### src/rtl/apb_master_arb.sv
// Round-robin arbiter that lets N_REQ requesters share a single APB master port.
// Exactly one APB transfer is in flight: IDLE (grant) -> SETUP -> ACCESS -> IDLE.
module apb_master_arb #(
    parameter int N_REQ      = 2,
    parameter int ADDR_WIDTH = 32,
    parameter int DATA_WIDTH = 32,
    localparam int ID_W      = (N_REQ > 1) ? $clog2(N_REQ) : 1
) (
    input  logic                        pclk,
    input  logic                        preset_n,
    input  logic [N_REQ-1:0]            req_valid,
    output logic [N_REQ-1:0]            req_ready,
    input  logic [N_REQ*ADDR_WIDTH-1:0] req_addr,
    input  logic [N_REQ-1:0]            req_write,
    input  logic [N_REQ*DATA_WIDTH-1:0] req_wdata,
    output logic                        rsp_valid,
    output logic [ID_W-1:0]             rsp_id,
    output logic [DATA_WIDTH-1:0]       rsp_rdata,
    output logic                        rsp_slverr,
    output logic [ADDR_WIDTH-1:0]       paddr,
    output logic                        psel,
    output logic                        penable,
    output logic                        pwrite,
    output logic [DATA_WIDTH-1:0]       pwdata,
    input  logic                        pready,
    input  logic [DATA_WIDTH-1:0]       prdata,
    input  logic                        pslverr
);

    localparam logic [1:0] S_IDLE   = 2'd0;
    localparam logic [1:0] S_SETUP  = 2'd1;
    localparam logic [1:0] S_ACCESS = 2'd2;

    logic [1:0]      state;
    logic [ID_W-1:0] ptr;
    logic [ID_W-1:0] xfer_id;
    logic [ID_W-1:0] cand;
    logic [ID_W-1:0] gnt_idx;
    logic            gnt_found;
    logic [ID_W-1:0] ptr_next;

    // Rotating search: the first valid requester at or after ptr wins.
    always_comb begin
        gnt_found = 1'b0;
        gnt_idx   = '0;
        cand      = '0;
        for (int i = 0; i < N_REQ; i++) begin
            cand = ID_W'((32'(ptr) + i) % N_REQ);
            if (!gnt_found && req_valid[cand]) begin
                gnt_found = 1'b1;
                gnt_idx   = cand;
            end
        end
    end

    assign ptr_next = (gnt_idx == ID_W'(N_REQ - 1)) ? '0 : gnt_idx + 1'b1;

    // Acceptance is only offered in IDLE and never while reset is held.
    assign req_ready = (preset_n && state == S_IDLE && gnt_found)
                     ? (N_REQ'(1) << gnt_idx) : '0;

    assign psel    = (state == S_SETUP) || (state == S_ACCESS);
    assign penable = (state == S_ACCESS);

    always_ff @(posedge pclk or negedge preset_n) begin
        if (!preset_n) begin
            state      <= S_IDLE;
            ptr        <= '0;
            xfer_id    <= '0;
            paddr      <= '0;
            pwrite     <= 1'b0;
            pwdata     <= '0;
            rsp_valid  <= 1'b0;
            rsp_id     <= '0;
            rsp_rdata  <= '0;
            rsp_slverr <= 1'b0;
        end else begin
            rsp_valid <= 1'b0;
            case (state)
                S_IDLE: begin
                    if (gnt_found) begin
                        paddr   <= req_addr[gnt_idx*ADDR_WIDTH +: ADDR_WIDTH];
                        pwrite  <= req_write[gnt_idx];
                        pwdata  <= req_wdata[gnt_idx*DATA_WIDTH +: DATA_WIDTH];
                        xfer_id <= gnt_idx;
                        ptr     <= ptr_next;
                        state   <= S_SETUP;
                    end
                end
                S_SETUP: begin
                    state <= S_ACCESS;
                end
                S_ACCESS: begin
                    if (pready) begin
                        rsp_valid  <= 1'b1;
                        rsp_id     <= xfer_id;
                        rsp_slverr <= pslverr;
                        rsp_rdata  <= pwrite ? '0 : prdata;
                        state      <= S_IDLE;
                    end
                end
                default: begin
                    state <= S_IDLE;
                end
            endcase
        end
    end

endmodule

### config.mk
export PLATFORM = sky130hd
export DESIGN_NAME = apb_master_arb
export DESIGN_NICKNAME = d
export VERILOG_FILES = /design/src/rtl/apb_master_arb.sv
export SDC_FILE = /design/constraint.sdc
export NUM_CORES = 1
export LEC_CHECK = 0
export BUFFER_PORTS_ARGS = -buffer_cell sky130_fd_sc_hd__buf_2
export CAP_MARGIN = 20
export CORE_MARGIN = 5
export CORE_UTILIZATION = 40
export DETAILED_ROUTE_END_ITERATION = 8
export PLACE_DENSITY = 0.75
export SLEW_MARGIN = 5
export SYNTH_ARGS = -nofsm -noshare
export SYNTH_HDL_FRONTEND = slang
export SYNTH_SLANG_ARGS = --single-unit
### constraint.sdc
create_clock -name pclk -period 3.39 [get_ports pclk]
set_clock_uncertainty 0.15 [all_clocks]
set_input_delay 0.339 -clock pclk [delete_from_list [all_inputs] [get_ports pclk]]
set_output_delay 0.339 -clock pclk [all_outputs]
set_load 0.02 [all_outputs]
==> run summary, run 1 <==
Setup repair after global routing left no endpoint under its margin. The library cell used as clock root buffer is sky130_fd_sc_hd__clkbuf_16. Among all flip-flop cells after synthesis, the most frequent one is sky130_fd_sc_hd__dfrtp_1.

The final-report max-slew violation count came out at 0. The share of cells above drive strength 1 is 0.4746. The number of iterations in the first detailed-routing pass is 4. The flip-flop and latch count after synthesis is 104.

The data required time at the worst endpoint is 2900 ps. The post-synthesis cell area is 4528 um^2. Sorting the synthesized cells by area gives the leading types as sky130_fd_sc_hd__dfrtp_1 57%, sky130_fd_sc_hd__a221o_1 14%, sky130_fd_sc_hd__and2_0 4.4%.

The count of cell types in the netlist is 22. The worst min-delay path class is input pin to flop. After synthesis, the most frequently instantiated cells are 104 x sky130_fd_sc_hd__dfrtp_1, 65 x sky130_fd_sc_hd__a221o_1, 35 x sky130_fd_sc_hd__nand2_1. The share of the Yosys chip area taken by registers is 0.5747. Counting cells, the worst reg-to-reg path comes to 4. The final antenna diode count is 0.

The count of buffers added on input and output ports is 271. The number of instances in the synthesized netlist came out at 386. The share of flip-flops with an asynchronous set or reset is 1.000. The worst setup path is captured at an output port. On the critical path, the stage with the largest delay is an instance of sky130_fd_sc_hd__dfrtp_1. The area added between synthesis and finish came out at 37.94%. The warning count from the yosys run came out at 0.

The overall track demand over capacity in global routing is 0.1972. The full die area is 13550 um^2. The summed negative setup slack over all endpoints came out at 0 ps. The number of resized instances in the post-cts repair step came out at 0. The largest incremental delay on the critical path came out at 400 ps. The aggregate global routing overflow is 0. At the later pin of the worst-skew pair, clock insertion delay measures 340 ps. Once placement finished, the instance area stood at 5956 um^2.

The total power per unit cell area came out at 976.0 nW/um^2. The number of endpoints with negative hold slack in the final report came out at 0. The via count came out at 4000. The number of cells on the worst hold path came out at 2. In this run the deepest clock path goes through 2 buffers. The total number of nets in the final design came out at 816. The number of enable-type register cells in the synthesized netlist is 0.

The launching element type of the critical path is a flop. The effective utilization at floorplan is 0.4123. The post-synthesis net count came out at 558. The final layout contains routed wiring with a total length of 13740 um. The initialized floorplan defines 38 standard-cell rows. The DRC violation count after routing is 0. The setup-violating endpoint count in the final report is 0. The first global-routing pass estimated 20620 um of wire.

For the worst setup path, the data arrival time is 2070 ps. Among all cell types in the netlist, the one instantiated most often is sky130_fd_sc_hd__dfrtp_1. The number of sinks driven by the clock tree came out at 104. The time the worst path needs with I/O delays and setup came out at 2562 ps. Fill cells in the final layout number 960. The highest attainable clock frequency is 0.3904 GHz.

Summing all multi-input logic gate instances after layout gives 1747 um^2. The overall die width came out at 116.4 um. The final standard cell area without fillers is 6246 um^2. The run finished with clean final reports. The detail route stage leaves a number of antenna-violating nets equal to 0.

Routability-driven placement finished with a final weighted congestion of 0.7906. The region available for standard cell placement spans 10980 um^2. The post-detailed-placement half-perimeter wirelength came out at 10340 um.

The number of levels in the clock H-tree is 3. The CTS buffer count is 9. The area taken by flip-flops and latches came out at 2603 um^2. Entering global routing, the biggest net connects 83 pins. Traced cell by cell, the critical path runs through inv_1 -> ha_1 -> nand2_1 -> a21oi_4 -> buf_4 -> and2_1 -> buf_2. The clock tree from TritonCTS is yes.

Averaged over all synthesized cells, the footprint is 11.73 um^2. The per-cell via count in the routed design came out at 5.070. The top cell type's share of synthesized area is 0.5747. The first routing iteration left 266 violations. The total leakage power is 3.285 nW. The largest fanout on the critical path came out at 32. For this design the top-level I/O count stands at 272. The number of max-cap violations came out at 0. Measured along the y axis, the die boundary spans 116.4 um. The initial antenna violation count is 0. The via count of the first global-routing pass is 4147. The worst setup path category is flop to output port. The post-route fraction of the period consumed by the critical path is 0.7557.

The maximum vdd drop is 534.5 uV. Of all cell types, the one taking the most synthesized area is sky130_fd_sc_hd__dfrtp_1. The mean routed wirelength per cell is 17.42 um.

The worst relative slew slack came out at 0.3344. The slew at the pin with the worst max-slew slack came out at 994.9 ps. The CTS clock-pin slew for the worst setup and hold paths came out at 80 ps.
-- kinds of logic after synthesis --
kind of cell | Yosys count | synth area share
AND/OR/NAND/NOR | 136 | 0.1699
AO/OA/AOI/OAI | 103 | 0.1893
flip-flops | 104 | 0.5747
buffers and inverters | 35 | 0.04504
adder cells (fa/ha/maj) | 4 | 0.01105
multiplexers | 4 | 0.009947
-- flip-flops by register name, summed over array words and instances (netlist names) --
signal	count
rsp_valid	1
rsp_id	1
xfer_id	1
state	2
paddr	32
rsp_slverr	1
ptr	1
pwdata	32
pwrite	1
rsp_rdata	32
-- worst max-delay path, delay by kind of cell (launching register included) --
family / cells / cell delay [ps]
and+or+nand+nor: 2 / 300
adders and majority gates: 1 / 270
DFF: 1 / 400
buffers and inverters: 3 / 620
AOI/OAI and AO/OA: 1 / 130
-- repair_timing --
item | in CTS | in global routing
endpoints found under the hold margin | 22 | 0
hold buffers | 1 | 0
setup buffers | 0 | 0
-- per-stage QoR --
stage	utilization	hold slack (ps)	cells	worst slack, ps	power, mW
after global routing	0.5687	61.36	789	708.0	6.510
after CTS	0.5687	58.62	789	812.4	6.180
after global placement	0.5423	143.1	772	1273	5.073
after detailed placement	0.5423	147.6	772	1194	5.172
after floorplan	-	-106.6	386	1467	4.144
final	0.5687	71.79	789	828.3	6.096
-- layer usage --
layer / vias to the layer above / GRT usage / share of wire
met1: 1878 / 0.2267 / 0.37
li1: 1898 / - / -
met3: 37 / 0.04922 / 0.091
met5: - / 0 / 0
met4: 0 / 0.1021 / 0.037
met2: 187 / 0.3398 / 0.50
-- where the power goes --
part	switching, mW	internal (mW)	total, mW
Sequential	0.327	1.83	2.16
Combinational	1.75	1.21	2.96
Clock	0.471	0.506	0.977
Total	2.55	3.55	6.10
-- path summary, 6_finish.rpt --
path                                    start            end  slack [ps]
worst max-delay path                 state[0]   req_ready[1]         830
worst min-delay path            req_wdata[31]     pwdata[31]          70
worst max register to register       state[0]         rsp_id        1240
worst min register to register  rsp_rdata[25]  rsp_rdata[25]         320
max in group asynchronous            preset_n   rsp_rdata[3]        2040
min in group asynchronous            preset_n      paddr[28]         320
-- layout make-up --
| cell class | instances | share of cell area |
|---|---|---|
| Sequential cell | 104 | 0.4167 |
| Timing Repair Buffer | 278 | 0.2284 |
| Inverter | 4 | 0.002404 |
| Clock inverter | 7 | 0.008814 |
| Multi-Input combinational cell | 247 | 0.2796 |
| Clock buffer | 9 | 0.03606 |
| Tap cell | 140 | 0.02804 |
-- placed cells by master (no fill, tap or decap), drive strengths merged --
cell,Yosys,routed
ha,4,4
nand2,35,35
clkinv,0,2
dfrtp,104,104
inv,4,7
mux2,4,4
a21o,2,2
clkinvlp,0,2
and2,67,67
nor2,1,1
nand2b,32,32
nor2b,1,1
dlygate4sd3,0,1
o21ai,33,33
clkbuf,9,9
a221o,65,65
a21oi,3,3
buf,22,277
Power figures use the tool's default switching activity.
==> inputs of run 2 (changes only) <==
Settings changed: CORE_UTILIZATION 40 to 39, PLACE_DENSITY 0.75 to 0.76.
Clock period 3.39 ns to 2.1 ns, I/O delays scaled along.
==> run summary, run 2 <==
The post-CTS repair timing setup buffer count came out at 0 (unchanged). The warning count from the yosys run was 0 (unchanged). The share of flip-flops with an asynchronous set or reset is 1.000 (unchanged). The total instance count after detailed placement is 780 (+1.0%). The flip-flop and latch count after synthesis came to 104 (unchanged). The number of placed I/O pins is 272 (unchanged). Progress stopped at 4_1_cts. The number of enable-type register cells in the synthesized netlist is 0 (unchanged).

Yosys instantiated no cell more often than sky130_fd_sc_hd__dfrtp_1. The chip height is 117.8 um (+1.2%). The mean post-synth cell area came out at 11.73 um^2 (unchanged). The number of resized instances in the post-cts repair step was 1 (+1). The register area share after synthesis came out at 0.5747 (unchanged). The post-synthesis net count is 558 (unchanged).

The CTS buffer count came out at 9 (unchanged). The overall die width is 117.8 um (+1.2%). Summed over all instances, the cell type with the most area after synthesis is sky130_fd_sc_hd__dfrtp_1. Sorting the synthesized cells by area gives the leading types as sky130_fd_sc_hd__dfrtp_1 57%, sky130_fd_sc_hd__a221o_1 14%, sky130_fd_sc_hd__and2_0 4.4%. The post-synthesis cell area is 4528 um^2 (unchanged).

The effective utilization at floorplan is 0.3966 (-0.01572). The number of levels in the clock H-tree is 3 (unchanged). The final RePlAce weighted congestion came out at 0.8069 (+2.1%).

The root buffer cell chosen for the clock tree is sky130_fd_sc_hd__clkbuf_16. The first error in the log reads "[ERROR RSZ-0060] Max buffer count reached". The number of core rows is 39 (+2.6%). The worst slack at placement was 223.2 ps (-971.0 ps). After synthesis, the most frequently instantiated cells are 104 x sky130_fd_sc_hd__dfrtp_1, 65 x sky130_fd_sc_hd__a221o_1, 35 x sky130_fd_sc_hd__nand2_1. The number of sinks driven by the clock tree is 104 (unchanged). The top cell type's share of synthesized area was 0.5747 (unchanged).

The number of instances in the synthesized netlist came to 386 (unchanged). The number of hold-repair buffers added at the cts stage came to 160 (+159). The deepest clock path buffer count came out at 2 (unchanged). The placement-stage cell area is 6010 um^2 (+0.90%). The count of cell types in the netlist was 22 (unchanged). The flow did not finish. The post-detailed-placement half-perimeter wirelength is 10590 um (+2.4%). The dominant synthesized flop cell is sky130_fd_sc_hd__dfrtp_1. The count of input and output buffers was 271 (unchanged).
==> run 2: per-stage QoR <==
stage,utilization,hold slack (ps)
after floorplan,-,-235.6
after global placement,0.5263,-80.42
after detailed placement,0.5263,-80.77
==> run 2: cells by family after synthesis <==
family | after synthesis | synth area share
compound gates | 103 | 0.1893
fa+ha+maj | 4 | 0.01105
buf+inv | 35 | 0.04504
flops | 104 | 0.5747
mux | 4 | 0.009947
simple gates | 136 | 0.1699
==> inputs of run 3 (changes only) <==
Settings changed: CORE_UTILIZATION 39 to 25, PLACE_DENSITY 0.76 to unset, PLACE_DENSITY_LB_ADDON set to 0.15.
Clock period 2.1 ns to 2.73 ns, I/O delays scaled along.
==> run summary, run 3 (same netlist as run 1, synthesis figures left out) <==
The run finished with clean final reports. The number of iterations in the first detailed-routing pass is 4. The number of core rows is 49 (+26%).

The largest fanout on the critical path is 28. The endpoint of the worst-slack reg-to-reg timing path is paddr[23]. The startpoint identified for the worst hold timing path is req_addr[7]. The post-detailed-routing wire length is 15620 um.

The CTS buffer count is 9 (unchanged). Across the VDD grid, the largest voltage drop is 445.5 uV. The aggregate global routing overflow is 0. The top cell types in the final layout, fill and taps aside, are 270 x sky130_fd_sc_hd__buf_2, 104 x sky130_fd_sc_hd__dfrtp_1, 65 x sky130_fd_sc_hd__a221o_1. The tool flagged a number of max-cap violations equal to 0. The area added between synthesis and finish is 55.07%. The part of the total power dissipated in combinational logic is 0.512.

The worst setup path is of the flop to flop kind. The via count of the first global-routing pass came out at 4393. The number of placed I/O pins came to 272 (unchanged). The number of antenna-violating nets in the routed design came out at 0. The internal power of the cells totals 4.787 mW. The total power per unit cell area came out at 1146 nW/um^2.

The worst hold path endpoint is paddr[7]. After detailed routing, the number of remaining DRC violations is 0. The setup-violating endpoint count in the final report came out at 0. The worst slack at placement is 604.1 ps (+380.9 ps).

The time the worst path needs with I/O delays and setup is 2589 ps. The effective utilization at floorplan came out at 0.2529 (-0.1436). The total leakage power came out at 3.585 nW. STA classifies the critical path startpoint as a flop. The global-route wire length before repair is 23280 um. The worst path buffer plus inverter count is 3.

The worst relative slew slack is 0.3937. Of the total power, registers draw 0.334. The layout has 1829 filler cells. The switching share of power is 0.4051.

Counting cells, the worst reg-to-reg path comes to 7. The worst register-to-register path has a setup slack of 140 ps. Setup repair after global routing left no endpoint under its margin. Clock tree synthesis selected as its root buffer the cell sky130_fd_sc_hd__clkbuf_16. For the worst setup path, the data required time is 2810 ps. The worst-case setup margin in the final layout is 141.5 ps. The deepest clock path buffer count was 2 (unchanged). The worst hold path passes through 2 cells. For this run, the slowest stage of the critical path takes 560 ps. In the routed layout, each cell is associated on average with a via count of 4.481. The slew at the pin with the worst max-slew slack came out at 909.3 ps. The worst min-delay path class is input pin to flop.

Based on the critical path, the design can be clocked at up to 0.3863 GHz. The most common cell after layout, fill and taps aside is sky130_fd_sc_hd__buf_2. The mean routed wirelength per cell is 16.55 um.

The finished layout holds 944 standard cells, fillers aside. The starting DRC count in detailed routing came out at 203. The critical path data arrival time came out at 2670 ps. The core occupancy in the finished layout came out at 0.3922. The chip height came out at 144.6 um (+23%). The overall die width came out at 144.6 um (+23%). The share of total power dissipated in the clock network is 0.154. The count of input and output buffers is 271 (unchanged). The final-report max-slew violation count came to 0. The critical path goes through inv_1 -> ha_2 -> o21ai_4 -> buf_4 -> and2_2 -> a221o_1 -> dlygate4sd3_1. The library cell contributing the largest single delay on the critical path is sky130_fd_sc_hd__dlygate4sd3_1.

The post-CTS repair timing setup buffer count came out at 0 (unchanged). The share of cells above drive strength 1 is 0.4378. The core footprint is 17900 um^2. The switching power came out at 3.260 mW.

The CTS clock-pin slew for the worst setup and hold paths came out at 80 ps. The number of levels in the clock H-tree came out at 3 (unchanged). The final RePlAce weighted congestion was 0.7326 (-9.2%). Summing over every cut layer, the via total after detailed routing is 4230. The die covers 20900 um^2. The area of combinational cells with multiple inputs came out at 1758 um^2. In the final timing run, aggregate negative setup slack is 0 ps. The startpoint identified for the worst register-to-register timing path is state[0]. The total number of nets in the final design came out at 883. The post-route fraction of the period consumed by the critical path is 0.9482.

The initial antenna violation count is 1. The final antenna diode count came out at 0. The kind of cell with the highest combined delay along the critical path is buffers and inverters. The number of endpoints with negative hold slack in the final report is 0. The number of sinks driven by the clock tree was 104 (unchanged). In the final layout, flip-flops and latches occupy 2603 um^2. Entering global routing, the biggest net connects 62 pins. The clock insertion delay at the later pin of the skew report came out at 340 ps.

The post-detailed-placement half-perimeter wirelength came out at 11180 um (+5.5%). The clock tree from TritonCTS is yes. The total instance count after detailed placement came out at 865 (+11%). In the global route stage, overall resource usage came out at 0.1421. The worst setup path is captured at a flop. The largest registers in the layout are paddr (32), pwdata (32), rsp_rdata (32).
==> run 3: timing repair <==
item | 4_1_cts | 5_1_grt
hold endpoints to repair | 81 | 0
hold buffers | 63 | 0
gates resized for setup | 0 | 1
setup endpoints to repair | 0 | 13
==> run 3: metal layers <==
metal / vias to the layer above / part of all wire / GRT usage
met3: 16 / 0.067 / 0.02546
met1: 2034 / 0.40 / 0.1776
met5: - / 0 / 0
met2: 158 / 0.52 / 0.2460
met4: 0 / 0.017 / 0.05106
li1: 2022 / - / -
==> run 3: final cells by class <==
class | count | area share
inverter | 4 | 0.002138
timing repair buffer | 344 | 0.2958
sequential | 104 | 0.3706
clock buffer | 11 | 0.03599
tap | 229 | 0.04081
multi-input combinational | 248 | 0.2504
clock inverter | 4 | 0.004277
==> run 3: power by group through the flow <==
stage / logic (mW) / registers [mW] / clock network, mW
final: 4.12 / 2.69 / 1.24
after global routing: 4.48 / 2.79 / 1.35
after CTS: 4.13 / 2.69 / 1.30
after detailed placement: 3.77 / 2.70 / 0
after global placement: 3.70 / 2.71 / 0
after floorplan: 1.64 / 3.51 / 0
==> run 3: how the worst max path moves through the flow <==
stage / slack, ps / cells past startpoint / start / end
global route: 7 / 7 / state[1] / paddr[21]
floorplan: 870 / 7 / state[0] / req_ready[1]
CTS: 60 / 7 / state[0] / paddr[20]
detailed placement: 600 / 6 / state[0] / paddr[23]
global placement: 670 / 6 / state[0] / paddr[19]
finish: 140 / 7 / state[0] / paddr[23]
==> run 3: per-stage QoR <==
stage          hold WS [ps]  total power [mW]  instance area, um^2
6_report              13.83             8.047                 7022
5_1_grt               5.060             8.624                 7022
4_1_cts              0.3392             8.116                 7010
3_5_place_dp         -73.78             6.468                 6097
3_3_place_gp         -74.15             6.409                 6097
2_1_floorplan        -172.6             5.146                 4528
